--- src/rtl/onehot_encoder.sv ---
// rtl/onehot_encoder.sv - registered 8-to-3 one-hot encoder with sync, debounce and error counting
module onehot_encoder #(
    parameter int STABLE_CYCLES = 4
) (
    input  logic       clk,
    input  logic       rst,
    input  logic [7:0] onehot_in,
    input  logic       clr_err,
    output logic [2:0] code_out,
    output logic       code_valid,
    output logic       code_strobe,
    output logic       err,
    output logic [7:0] err_count
);

    localparam int CNT_W = ($clog2(STABLE_CYCLES + 1) < 1) ? 1 : $clog2(STABLE_CYCLES + 1);
    localparam logic [CNT_W-1:0] CNT_LAST = CNT_W'(STABLE_CYCLES - 1);
    localparam logic [CNT_W-1:0] CNT_ONE  = CNT_W'(1);

    logic [7:0]       sync1;
    logic [7:0]       sync2;
    logic [7:0]       cand;
    logic [CNT_W-1:0] cnt;
    logic             done;

    logic [3:0] ones;
    logic [2:0] idx;
    logic       is_onehot;
    logic       accept;

    always_comb begin
        ones = 4'd0;
        idx  = 3'd0;
        for (int i = 0; i < 8; i++) begin
            if (cand[i]) begin
                ones = ones + 4'd1;
                idx  = 3'(i);
            end
        end
        is_onehot = (ones == 4'd1);
        // An input change in the acceptance cycle wins: the candidate restarts instead.
        accept = (sync2 == cand) && !done && (cnt == CNT_LAST);
    end

    always_ff @(posedge clk or posedge rst) begin
        if (rst) begin
            sync1       <= 8'd0;
            sync2       <= 8'd0;
            cand        <= 8'd0;
            cnt         <= '0;
            done        <= 1'b1;
            code_out    <= 3'd0;
            code_valid  <= 1'b0;
            code_strobe <= 1'b0;
            err         <= 1'b0;
            err_count   <= 8'd0;
        end else begin
            sync1       <= onehot_in;
            sync2       <= sync1;
            code_strobe <= 1'b0;

            if (sync2 != cand) begin
                cand <= sync2;
                cnt  <= '0;
                done <= 1'b0;
            end else if (accept) begin
                done <= 1'b1;
            end else if (!done) begin
                cnt <= cnt + CNT_ONE;
            end

            if (accept && is_onehot) begin
                code_out    <= idx;
                code_valid  <= 1'b1;
                err         <= 1'b0;
                code_strobe <= !code_valid || (idx != code_out);
            end else if (accept) begin
                code_valid <= 1'b0;
                err        <= 1'b1;
            end

            // A clear coinciding with an invalid acceptance still counts that acceptance.
            if (accept && !is_onehot) begin
                if (clr_err) begin
                    err_count <= 8'd1;
                end else if (err_count != 8'hFF) begin
                    err_count <= err_count + 8'd1;
                end
            end else if (clr_err) begin
                err_count <= 8'd0;
            end
        end
    end

endmodule

--- config.mk ---
export PLATFORM = sky130hd
export DESIGN_NAME = onehot_encoder
export DESIGN_NICKNAME = d
export VERILOG_FILES = /design/src/rtl/onehot_encoder.sv
export SDC_FILE = /design/constraint.sdc
export NUM_CORES = 1
export LEC_CHECK = 0
export BUFFER_PORTS_ARGS = -buffer_cell sky130_fd_sc_hd__buf_4
export CORE_MARGIN = 4
export CORE_UTILIZATION = 40
export DETAILED_ROUTE_END_ITERATION = 7
export SLEW_MARGIN = 5
export SYNTH_ARGS = -nofsm -noshare
export SYNTH_HDL_FRONTEND = slang
export SYNTH_SLANG_ARGS = --single-unit
--- constraint.sdc ---
create_clock -name clk -period 8 [get_ports clk]
set_clock_uncertainty 0.05 [all_clocks]
set_input_delay 0.4 -clock clk [delete_from_list [all_inputs] [get_ports clk]]
set_output_delay 0.4 -clock clk [all_outputs]
set_load 0.01 [all_outputs]
======== Word-level counts from Yosys, hierarchy flattened ========
Cells that the tools add are included.
storage, ports and cells
  register bits after elaboration ......... 42
  bits of input ports ..................... 11
  output and inout port bits .............. 14
operators by class
  $add $sub $neg .......................... 9
  equal/unequal tests ..................... 8
  multiplexer cells ....................... 28
  reductions and logical operators ........ 14
operators by type and width
  kind                                                 number
  two-way mux 8 bit                                    4
  adder 4 x 1 -> 4 bit, second input constant          7
  two-way mux 4 bit                                    7
  two-way mux 3 bit                                    9
  adder 8 x 1 -> 8 bit, second input constant          1
  equality test 8 bit                                  1
  two-way mux 1 bit                                    8
  != test 8 bit                                        1
  != test 8 bit, second input constant                 1
  nonzero test 2 bit                                   4
  equality test 4 x 1 -> 1 bit, second input constant  1
  logical AND 1 bit                                    4
  != test 2 x 1 -> 1 bit, second input constant        2
  AND reduction 2 bit                                  2
  adder 3 x 1 -> 3 bit, second input constant          1
  equality test 3 x 2 -> 1 bit, second input constant  1
  logical NOT 1 bit                                    3
  != test 3 bit                                        1
  logical OR 1 bit                                     1

======== Logic depth before layout (Yosys ltp) ========
  word-level depth ........................ 20
  mapped depth ............................ 19

======== Worst setup path after synthesis ========
Ideal clock, no wire load.
  kind .................................... register -> register
  start point ............................. register cand[1]
  end point ............................... register code_out[0]
  setup time .............................. 127 ps
  arrival ................................. 4513 ps
  data required time ...................... 7823 ps
  path slack .............................. 3310 ps
  cell stages (with the launch flop) ...... 20
  period minus slack after synthesis ...... 4690 ps
  cell sequence ........................... dfrtp_1 inv_1 ha_1 xor2_1 ha_1 mux2_2 ha_1 mux2_2 ha_1 inv_1 a22o_1 nand2_1 ha_1 mux2_2 ha_1 nor4b_1 mux2_2 o22a_2 and2_4 mux2_1
on the way
  cells in the longest elaborated chain, start to end .. 15
  elaborated cells between the ends (all ways) .. 25
RTL lines
  element                       line  RTL
  start, declared               22    logic [7:0] cand;
  start signal, assigned        63    cand <= sync2;
  two-way mux 4 bit             35    if (cand[i]) begin
  adder 4 x 1 -> 4 bit          36    ones = ones + 4'd1;
  two-way mux 4 bit             35
  adder 4 x 1 -> 4 bit          36
  two-way mux 4 bit             35
  adder 4 x 1 -> 4 bit          36
  two-way mux 4 bit             35
  adder 4 x 1 -> 4 bit          36
  two-way mux 4 bit             35
  adder 4 x 1 -> 4 bit          36
  two-way mux 4 bit             35
  adder 4 x 1 -> 4 bit          36
  two-way mux 4 bit             35
  equality test 4 x 1 -> 1 bit  40    is_onehot = (ones == 4'd1);
  logical AND 1 bit             72    if (accept && is_onehot) begin
  end signal, assigned          73    code_out <= idx;
  end, declared                 9     output logic [2:0] code_out,
Parallel ways exist; a longest one is shown, timed or not.
A chain may end at the register's enable or synchronous reset.

======== Final worst setup path ========
  start point ............................. register cand[1]
  end point ............................... register code_out[1]
on the way
  cells in the longest elaborated chain, start to end .. 15
  elaborated cells between the ends (all ways) .. 18
RTL lines
  element                       line
  two-way mux 4 bit             35
  adder 4 x 1 -> 4 bit          36
  two-way mux 4 bit             35
  adder 4 x 1 -> 4 bit          36
  two-way mux 4 bit             35
  adder 4 x 1 -> 4 bit          36
  two-way mux 4 bit             35
  adder 4 x 1 -> 4 bit          36
  two-way mux 4 bit             35
  adder 4 x 1 -> 4 bit          36
  two-way mux 4 bit             35
  adder 4 x 1 -> 4 bit          36
  two-way mux 4 bit             35
  equality test 4 x 1 -> 1 bit  40
  logical AND 1 bit (*)         72
Every way passes the cells marked *; elsewhere a longest branch is shown, timed or not.

==> results.cfg <==
[run_status]
status = finished, final reports clean

[clock_network]
post_cts.resized_instances = 0
cts_buffer_count = 5
clock_latency_ns = 0.29
cts_post_setup_buffers_inserted = 0
post_cts_hold_buffer_count = 0
worst_setup_hold_path_clk_slew_ns = 0.08
clockBufferDepth = 2
cts.sinks = 42
cts_tree = yes
clk_root_buffer_cell = sky130_fd_sc_hd__clkbuf_8
htree_num_levels = 2

[synth]
syn_area_per_cell_sq_um = 11.02
synth-warning-count = 0
synth_flop_cell = sky130_fd_sc_hd__dfrtp_1
synth_enable_flop_cells = 0
synthesis.area_sq_um = 2182
synth.ff_latch_count = 42
synth_cells = 198
yosysSeqAreaShare = 0.4822
synth_async_sr_flop_share = 1.000
library_cells_used_by_synthesis = 44
net_count_after_synthesis = 219

[setup_path]
slowest_stage = sky130_fd_sc_hd__dfrtp_1
cp.buffers_inverters = 2
kind_of_start_point_of_the_critical_path = flop
ff2ff_setup_slack_ns = 3.02
required_ns = 8.12
cp-startpoint = cand[1]
cp_cell_sequence = inv_1, ha_1, xor2_1, ha_1, mux2_2, ha_1, mux2_2, ha_1, inv_1, a22o_1, nand2_1, ha_1, mux2_2, ha_1, nor4b_1, mux2_2, o22a_2, and2_4, mux2_1
regToRegStartpoint = cand[1]
crit-reg2reg-capture = code_out[1]
reg2reg_depth = 19
worstSetupPathType = flop to flop
path_depth = 19
critPathTopFamily = adder cells
worst_setup_path_endpoint = code_out[1]
crit_path_max_incr_delay_ns = 0.41
crit_fanout = 8
critical_path.most_common_cell = sky130_fd_sc_hd__ha_1
critical_path_endpoint_category = flop
cp.arrival_ns = 5.10

[die]
die_h_microns = 81.86
floorplan.initialDensity = 0.4192
top_level_ports = 25
floorplan.core_area_sq_um = 5205
placementRows = 26
floorplan.die.width_microns = 81.86
die_area_sq_um = 6701

[layout]
num-nets-final = 238
most_frequent_cells_in_the_layout = 41 x sky130_fd_sc_hd__dfrtp_1, 26 x sky130_fd_sc_hd__buf_4, 12 x sky130_fd_sc_hd__xor2_1
flow.area_growth_from_synthesis_pct = 13.99
post-route-cell-area_sq_um = 2487
drive_above_1_share = 0.2064
insertedDiodeCount = 0
layout_commonest_cell = sky130_fd_sc_hd__dfrtp_1

[global_route]
antenna_found_initial = 0
number_of_global_route_vias_before_repair = 1376
global_route_wire_length_before_repair_mm = 6.527
global_route.usage.total = 0.1263
gr_overflow_total = 0
grt_start_max_net_pins = 43

[drt]
via_per_inst = 4.896
dr.pass1.iters = 4
vias = 1410
detail_route.iter0.violations = 78
drc = 0
detail-route-antenna-nets = 0
route.detailed.wl_per_inst_microns = 12.58
wl_mm = 3.624

[placed_design]
dpl_worst_slack_ns = 3.017
dp_hpwl_mm = 2.658
buffer_ports.inserted = 24
finalWeightedCongestion = 0.8081
postPlaceCellArea_sq_um = 2401

[timing]
period_utilization = 0.6225
setup_violations = 0
drv_slew = 0
post-route-min-period_ns = 4.980
setup_total_negative_slack_ns = 0
grt_setup_unrepaired = false
hold_slack_ns = 0.1632
worst_slew_pin_slew_ns = 0.5083
max_freq_ghz = 0.2008
finalWorstSetupSlack_ns = 3.020
maxSlewHeadroom = 0.6611
hold_viol_final = 0

[power]
p_per_area_nw_per_um2 = 183.9
power_leakage_nw = 1.168
vdd_ir_drop_max_v = 0.0001565

[hold_path]
worst_min_delay_path_category = input port to flop

[run]
drv.max_cap_violation_count = 0
per-layer routing:
layer | global-route usage | part of all wire
met5 | 0 | 0
met4 | 0.04651 | 0.017
met3 | 0.03509 | 0.028
met2 | 0.1745 | 0.42
met1 | 0.1866 | 0.53
power by group:
group          switching, mW  internal [mW]  total (mW)
Clock                 0.0709         0.0616       0.132
Sequential           0.00669          0.218       0.225
Combinational         0.0495         0.0505       0.100
kinds of logic after synthesis:
| kind of cell | Yosys count | synth area share |
|---|---|---|
| AO/OA/AOI/OAI | 31 | 0.09633 |
| XOR/XNOR | 24 | 0.1233 |
| adder cells (fa/ha/maj) | 10 | 0.05734 |
| buffers and inverters | 24 | 0.04645 |
| flip-flops | 42 | 0.4822 |
| multiplexers | 9 | 0.04530 |
| AND/OR/NAND/NOR | 58 | 0.1491 |
worst reg2reg max path, delay by kind of cell (launching register included):
| family | cells | cell delay (ns) |
|---|---|---|
| muxes | 5 | 1.35 |
| and+or+nand+nor | 3 | 0.54 |
| buffers and inverters | 2 | 0.10 |
| AOI/OAI and AO/OA | 2 | 0.45 |
| adders and majority gates | 6 | 1.76 |
| DFF | 1 | 0.41 |
| xor gates and xnor gates | 1 | 0.19 |
layout make-up:
| cell class | count | area [sq um] |
|---|---|---|
| Clock buffer | 6 | 72.57 |
| Clock inverter | 2 | 13.76 |
| Fill cell | 489 | 2718 |
| Inverter | 10 | 37.54 |
| Multi-Input combinational cell | 132 | 1028 |
| Sequential cell | 42 | 1052 |
| Tap cell | 70 | 87.58 |
| Timing Repair Buffer | 26 | 195.2 |
per-stage QoR:
stage                 util  instances  total power [mW]
finish              0.4779        288            0.4574
global route        0.4779        288            0.4882
CTS                 0.4779        288            0.4647
detailed placement  0.4613        280            0.3298
global placement    0.4613        280            0.3285
floorplan                -        198            0.3125
worst min-delay path by stage:
stage	startpoint	to	slack [ns]	cells after the start
after floorplan	sync1[0]	sync2[0]	0.28	0
after global placement	sync1[6]	sync2[6]	0.28	0
after detailed placement	sync1[5]	sync2[5]	0.28	0
after CTS	onehot_in[0]	sync1[0]	0.15	1
after global routing	onehot_in[0]	sync1[0]	0.15	1
final	onehot_in[1]	sync1[1]	0.16	1
sequential cells by signal, indices dropped and copies added (netlist names):
| name | cells |
|---|---|
| code_out | 3 |
| sync1 | 8 |
| code_valid | 1 |
| sync2 | 8 |
| cand | 8 |
| err_count | 8 |
| code_strobe | 1 |
| err | 1 |
| cnt | 3 |
| done | 1 |
Yosys cell counts (all sizes together), types with 7 or more instances:
| master | number | area share |
|---|---|---|
| dfrtp | 41 | 0.47 |
| xor2 | 12 | 0.048 |
| nand2 | 11 | 0.019 |
| nor2 | 11 | 0.019 |
| clkbuf | 10 | 0.017 |
| ha | 10 | 0.057 |
| inv | 10 | 0.017 |
| a21oi | 8 | 0.018 |
| o21ai | 8 | 0.018 |
| xnor2 | 8 | 0.032 |
| and3 | 7 | 0.020 |
| mux2 | 7 | 0.036 |
No activity file was read; power rests on OpenSTA's default activity.
